--- src/rtl/cpu_sequencer.sv ---
// cpu_sequencer: instruction sequencer and instruction register.
// Drives the one-hot FETCH/EXEC1/EXEC2 strobes for decode, latches the
// instruction word into IR/N, and handles STP halt, run start-up and a
// saturating retired-instruction counter.
// Optional feature macro: SINGLE_STEP_EN (adds step_mode/step ports and
// pauses in IDLE after every retired instruction while step_mode=1).
module cpu_sequencer (
    input  logic        clk,
    input  logic        rst_n,
    input  logic        run,
    input  logic [15:0] ram_q,
    input  logic        EXTRA,
`ifdef SINGLE_STEP_EN
    input  logic        step_mode,
    input  logic        step,
`endif
    output logic        FETCH,
    output logic        EXEC1,
    output logic        EXEC2,
    output logic [3:0]  IR,
    output logic [11:0] N,
    output logic        halted,
    output logic [15:0] instr_count
);

    localparam logic [3:0] OP_STP = 4'b0111;

    typedef enum logic [2:0] {
        S_IDLE,
        S_FETCH,
        S_EXEC1,
        S_EXEC2,
        S_HALT
    } state_t;

    state_t      state_q, state_d;
    state_t      retire_next;
    logic        run_q, run_d;
    logic        start;
    logic        go_idle;
    logic        retire;
    logic [3:0]  ir_q, ir_d;
    logic [11:0] n_q, n_d;
    logic [15:0] count_q, count_d;
    logic        fetch_q, fetch_d;
    logic        exec1_q, exec1_d;
    logic        exec2_q, exec2_d;
    logic        halted_q, halted_d;
`ifdef SINGLE_STEP_EN
    logic        step_q, step_d;
    logic        step_go;
`endif

    // Next-state, instruction capture, retire counting and strobe decode
    always_comb begin
        run_d   = run;
        start   = run & ~run_q;
`ifdef SINGLE_STEP_EN
        step_d      = step;
        step_go     = step & ~step_q;
        go_idle     = start | step_go;
        retire_next = step_mode ? S_IDLE : S_FETCH;
`else
        go_idle     = start;
        retire_next = S_FETCH;
`endif
        state_d = state_q;
        ir_d    = ir_q;
        n_d     = n_q;
        count_d = count_q;
        retire  = 1'b0;

        case (state_q)
            S_IDLE: begin
                if (go_idle) state_d = S_FETCH;
            end
            S_FETCH: begin
                state_d = S_EXEC1;
                ir_d    = ram_q[15:12];
                n_d     = ram_q[11:0];
            end
            S_EXEC1: begin
                // EXTRA takes priority over STP decode
                if (EXTRA) begin
                    state_d = S_EXEC2;
                end else if (ir_q == OP_STP) begin
                    state_d = S_HALT;
                    retire  = 1'b1;
                end else begin
                    state_d = retire_next;
                    retire  = 1'b1;
                end
            end
            S_EXEC2: begin
                state_d = retire_next;
                retire  = 1'b1;
            end
            S_HALT: begin
                if (start) state_d = S_FETCH;
            end
            default: state_d = S_IDLE;
        endcase

        if (retire && (count_q != '1)) count_d = count_q + 16'd1;

        // Strobes are registered copies of the next state, so they track
        // state_q exactly and never depend combinationally on inputs.
        fetch_d  = (state_d == S_FETCH);
        exec1_d  = (state_d == S_EXEC1);
        exec2_d  = (state_d == S_EXEC2);
        halted_d = (state_d == S_HALT);
    end

    // State and output registers with asynchronous active-low reset
    always_ff @(posedge clk or negedge rst_n) begin
        if (!rst_n) begin
            state_q  <= S_IDLE;
            run_q    <= 1'b0;
            ir_q     <= '0;
            n_q      <= '0;
            count_q  <= '0;
            fetch_q  <= 1'b0;
            exec1_q  <= 1'b0;
            exec2_q  <= 1'b0;
            halted_q <= 1'b0;
`ifdef SINGLE_STEP_EN
            step_q   <= 1'b0;
`endif
        end else begin
            state_q  <= state_d;
            run_q    <= run_d;
            ir_q     <= ir_d;
            n_q      <= n_d;
            count_q  <= count_d;
            fetch_q  <= fetch_d;
            exec1_q  <= exec1_d;
            exec2_q  <= exec2_d;
            halted_q <= halted_d;
`ifdef SINGLE_STEP_EN
            step_q   <= step_d;
`endif
        end
    end

    assign FETCH       = fetch_q;
    assign EXEC1       = exec1_q;
    assign EXEC2       = exec2_q;
    assign IR          = ir_q;
    assign N           = n_q;
    assign halted      = halted_q;
    assign instr_count = count_q;

endmodule
--- config.mk ---
export PLATFORM = sky130hd
export DESIGN_NAME = cpu_sequencer
export DESIGN_NICKNAME = d
export VERILOG_FILES = /design/src/rtl/cpu_sequencer.sv
export SDC_FILE = /design/constraint.sdc
export NUM_CORES = 1
export LEC_CHECK = 0
export CORE_MARGIN = 3
export CORE_UTILIZATION = 25
export DETAILED_ROUTE_END_ITERATION = 16
export PLACE_DENSITY = 0.55
export SLEW_MARGIN = 25
export SYNTH_ARGS = -nofsm -noshare
export SYNTH_HDL_FRONTEND = slang
export SYNTH_SLANG_ARGS = --single-unit
--- constraint.sdc ---
create_clock -name clk -period 2 [get_ports clk]
set_input_delay 0.2 -clock clk [delete_from_list [all_inputs] [get_ports clk]]
set_output_delay 0.2 -clock clk [all_outputs]
set_load 0.02 [all_outputs]
==> results.yml <==
outcome:
  status: "finished clean"
route:
  ant_nets: 0
  routedWlPerCell_um: 13.8
  routed_wl_um: 3770
  drt-initial-drc-count: 70
  vias: 1237
  drc: 0
  vias_per_cell: 4.55
  first_pass_iters: 4
clocking:
  numCtsBuffers: 5
  clkLatencyLatePin_ns: 0.30
  post_cts_resized: 0
  clock-sinks: 40
  path_clk_slew_ns: 0.08
  cts_max_level: 2
  cts_root_buf: "clkbuf_8"
  cts_max_path_buffers: 2
  tritoncts: "yes"
setup_path:
  worst_setup_path_start_kind: "flop"
  required_ns: 1.80
  critPathMaxStageDelay_ns: 0.66
  cp_data_arrival_time_ns: 1.44
  critPathTopFamily: "buffers and inverters"
  crit_path_top_delay_cell: "clkdlybuf4s50_1"
  r2r_start: "state_q[2]"
  crit_chain: "clkdlybuf4s50_1"
  reg2reg_depth: 4
  crit_fanout: 7
  crit_buf_inv: 1
  r2r_end: "instr_count[5]"
  crit_path_end_kind: "output port"
  reg2reg_slack_ns: 0.40
  path_class: "reg2out"
power_and_ir_drop:
  irDropWorstVdd_mv: 0.649
  p_seq_share_pct: 37.2
  switching_share_pct: 34.5
  switchingPower_uw: 1200
  p_leak_uw: 0.00103
  pwr-share-comb_pct: 42.4
  power_frac_clock_pct: 20.4
  power_density_nw_per_um2: 1410
  p_int_uw: 2280
place:
  post-dp-hpwl_um: 2690
  gp_congestion: 0.738
  portBuffers: 55
  place_inst: 263
final_layout:
  drive_above_1_share_pct: 17.9
  antennaDiodeCount: 0
  finalNetCount: 215
  final_cells: 272
  syn2layout_area_growth_pct: 47.2
global_route:
  grt-ovfl-total: 0
  grt_use_met1_pct: 12.9
  grt_pass1_wl_um: 6430
  grt_use_total_pct: 10.9
  top_usage_layer: "met2"
  antenna_found_initial: 0
  grt_pass1_vias: 1346
  grt_use_met3_pct: 6.96
  use_met2_pct: 16.4
  grt_max_degree: 41
min_path:
  hp-start: "run"
  hp-class: "in2reg"
  whs_endpoint: "run_q"
  hold_path_depth: 1
sta:
  finalCritPeriodShare_pct: 82.2
  period_needed_ns: 1.64
  setup_tns_ns: 0
  slew_viol_final: 0
  rsz0062_at_grt: "no"
  fin_worst_skew_ns: 0.00774
  max_slew_margin_pct: 66.5
  hold_viol_final: 0
  max_freq_mhz: 609
  tightest_slew_ns: 0.503
  setup_viol: 0
die:
  start_util_pct: 26.2
  row_count: 29
  die_area_um2: 7760
  dieWidth_um: 88.1
  die_h_um: 88.1
  core_area_um2: 6420
  num_io_pins: 56
logic_synthesis:
  syn-cell-area_um2: 1680
  synth_area_leaders: "dfrtp_1, mux2_2, xnor2_1, nand4_1, o211ai_1"
  synth.top_cell.area_share_pct: 59.4
  synth_cell_types: 32
  syn_avg_cell_area_um2: 13.2
  netlist.top_cell.by_area: "dfrtp_1"
  yosys_warnings: 0
  syn-instance-count: 128
  yosysSeqAreaShare_pct: 59.4
  synth-seq-cells: 40
  syn-num-nets: 149
flow_run:
  max_cap_violations: 0
## layout make-up
cell class                 instances  area, um^2
clock inverter                     2        38.8
timing repair buffer              61         593
tap                               77        96.3
sequential                        40        1000
fill                             612        3940
multi-input combinational         84         659
inverter                           2        7.51
clock buffer                       6        82.6
## layer usage
layer | share of wire [%] | wire length, um
met1 | 44 | 1650
met2 | 44 | 1670
met4 | 1.3 | 48
met3 | 11 | 407
met5 | 0 | 0
## stage by stage
stage          cell area, um^2  worst slack (ns)  total power [uW]  hold slack [ns]  utilization (%)
2_1_floorplan             1680             0.355              2110          -0.0956                -
3_3_place_gp              2350             0.298              2820            0.303             36.5
3_5_place_dp              2350             0.253              2820            0.299             36.5
4_1_cts                   2480             0.346              3550            0.356             38.6
5_1_grt                   2480             0.225              3720            0.380             38.6
6_report                  2480             0.357              3490            0.372             38.6
## power by group through the flow
stage               logic [uW]  clock network (uW)  registers [uW]
global route              1600                 779            1340
floorplan                  519                   0            1590
global placement          1500                   0            1310
detailed placement        1500                   0            1320
CTS                       1510                 739            1300
finish                    1480                 713            1300
## cells by family after synthesis
family          Yosys count  share of synthesized area, %
compound gates           15                          6.46
xor+xnor                 13                          6.76
fa+ha+maj                 1                         0.743
buf+inv                   4                          1.41
flops                    40                          59.4
mux                      17                          11.6
simple gates             38                          13.6
## cells in the final DEF, fill, tap and decap left out
master	netlist	routed
bufinv_16	0	1
o211ai_1	4	4
ha_1	1	1
nand2_1	5	5
o21ai_0	2	2
o2111ai_1	2	2
nor3_1	2	2
mux2_4	1	1
a21oi_1	1	1
and2_1	1	1
dfrtp_1	40	40
dlygate4sd3_1	0	1
nor2_1	5	5
nand2b_1	3	3
inv_1	2	2
nand4_2	1	1
clkbuf_8	0	6
and3_1	4	4
nor2_2	1	1
clkdlybuf4s50_1	0	54
or2_1	1	1
nand3_1	2	2
xnor2_1	12	12
o32a_1	1	1
a31oi_1	3	3
mux2_2	16	16
buf_4	0	5
o21a_1	1	1
and4_1	2	2
nor3_2	2	2
xor2_1	1	1
nand4b_1	1	1
clkinv_4	0	1
o21ba_1	1	1
nand4_1	6	6
buf_2	1	1
nor2b_1	2	2
## sequential cells by signal, summed over array words and instances (netlist names)
register,count
halted,1
N,12
state_q,3
EXEC1,1
IR,4
EXEC2,1
FETCH,1
run_q,1
instr_count,16
## Yosys cell counts, drive strengths merged
| master | number |
|---|---|
| nand3 | 2 |
| ha | 1 |
| and3 | 4 |
| a31oi | 3 |
| nor3 | 4 |
| nor2b | 2 |
| o211ai | 4 |
| and4 | 2 |
| dfrtp | 40 |
| mux2 | 17 |
| nand4 | 7 |
| o32a | 1 |
| xor2 | 1 |
| nand2 | 5 |
| nand2b | 3 |
| o21a | 1 |
| and2 | 1 |
| nor2 | 6 |
| inv | 2 |
| nand4b | 1 |
| a21oi | 1 |
| o2111ai | 2 |
| xnor2 | 12 |
| o21ai | 2 |
| o21ba | 1 |
| or2 | 1 |
| buf | 2 |
## worst max path at each step
stage / startpoint / endpoint / slack, ns / cells after the start
floorplan: instr_count[3] / instr_count[1] / 0.35 / 5
global placement: EXTRA / instr_count[3] / 0.30 / 5
detailed placement: EXTRA / instr_count[5] / 0.25 / 5
CTS: instr_count[3] / instr_count[3] / 0.35 / 1
global route: state_q[2] / instr_count[3] / 0.23 / 4
finish: instr_count[3] / instr_count[3] / 0.36 / 1
## timing repair
item / in CTS / in global routing
endpoints found under the hold margin: 40 / 0
hold buffers: 1 / 0
setup buffers: 0 / 0
Power figures use the tool's default switching activity.
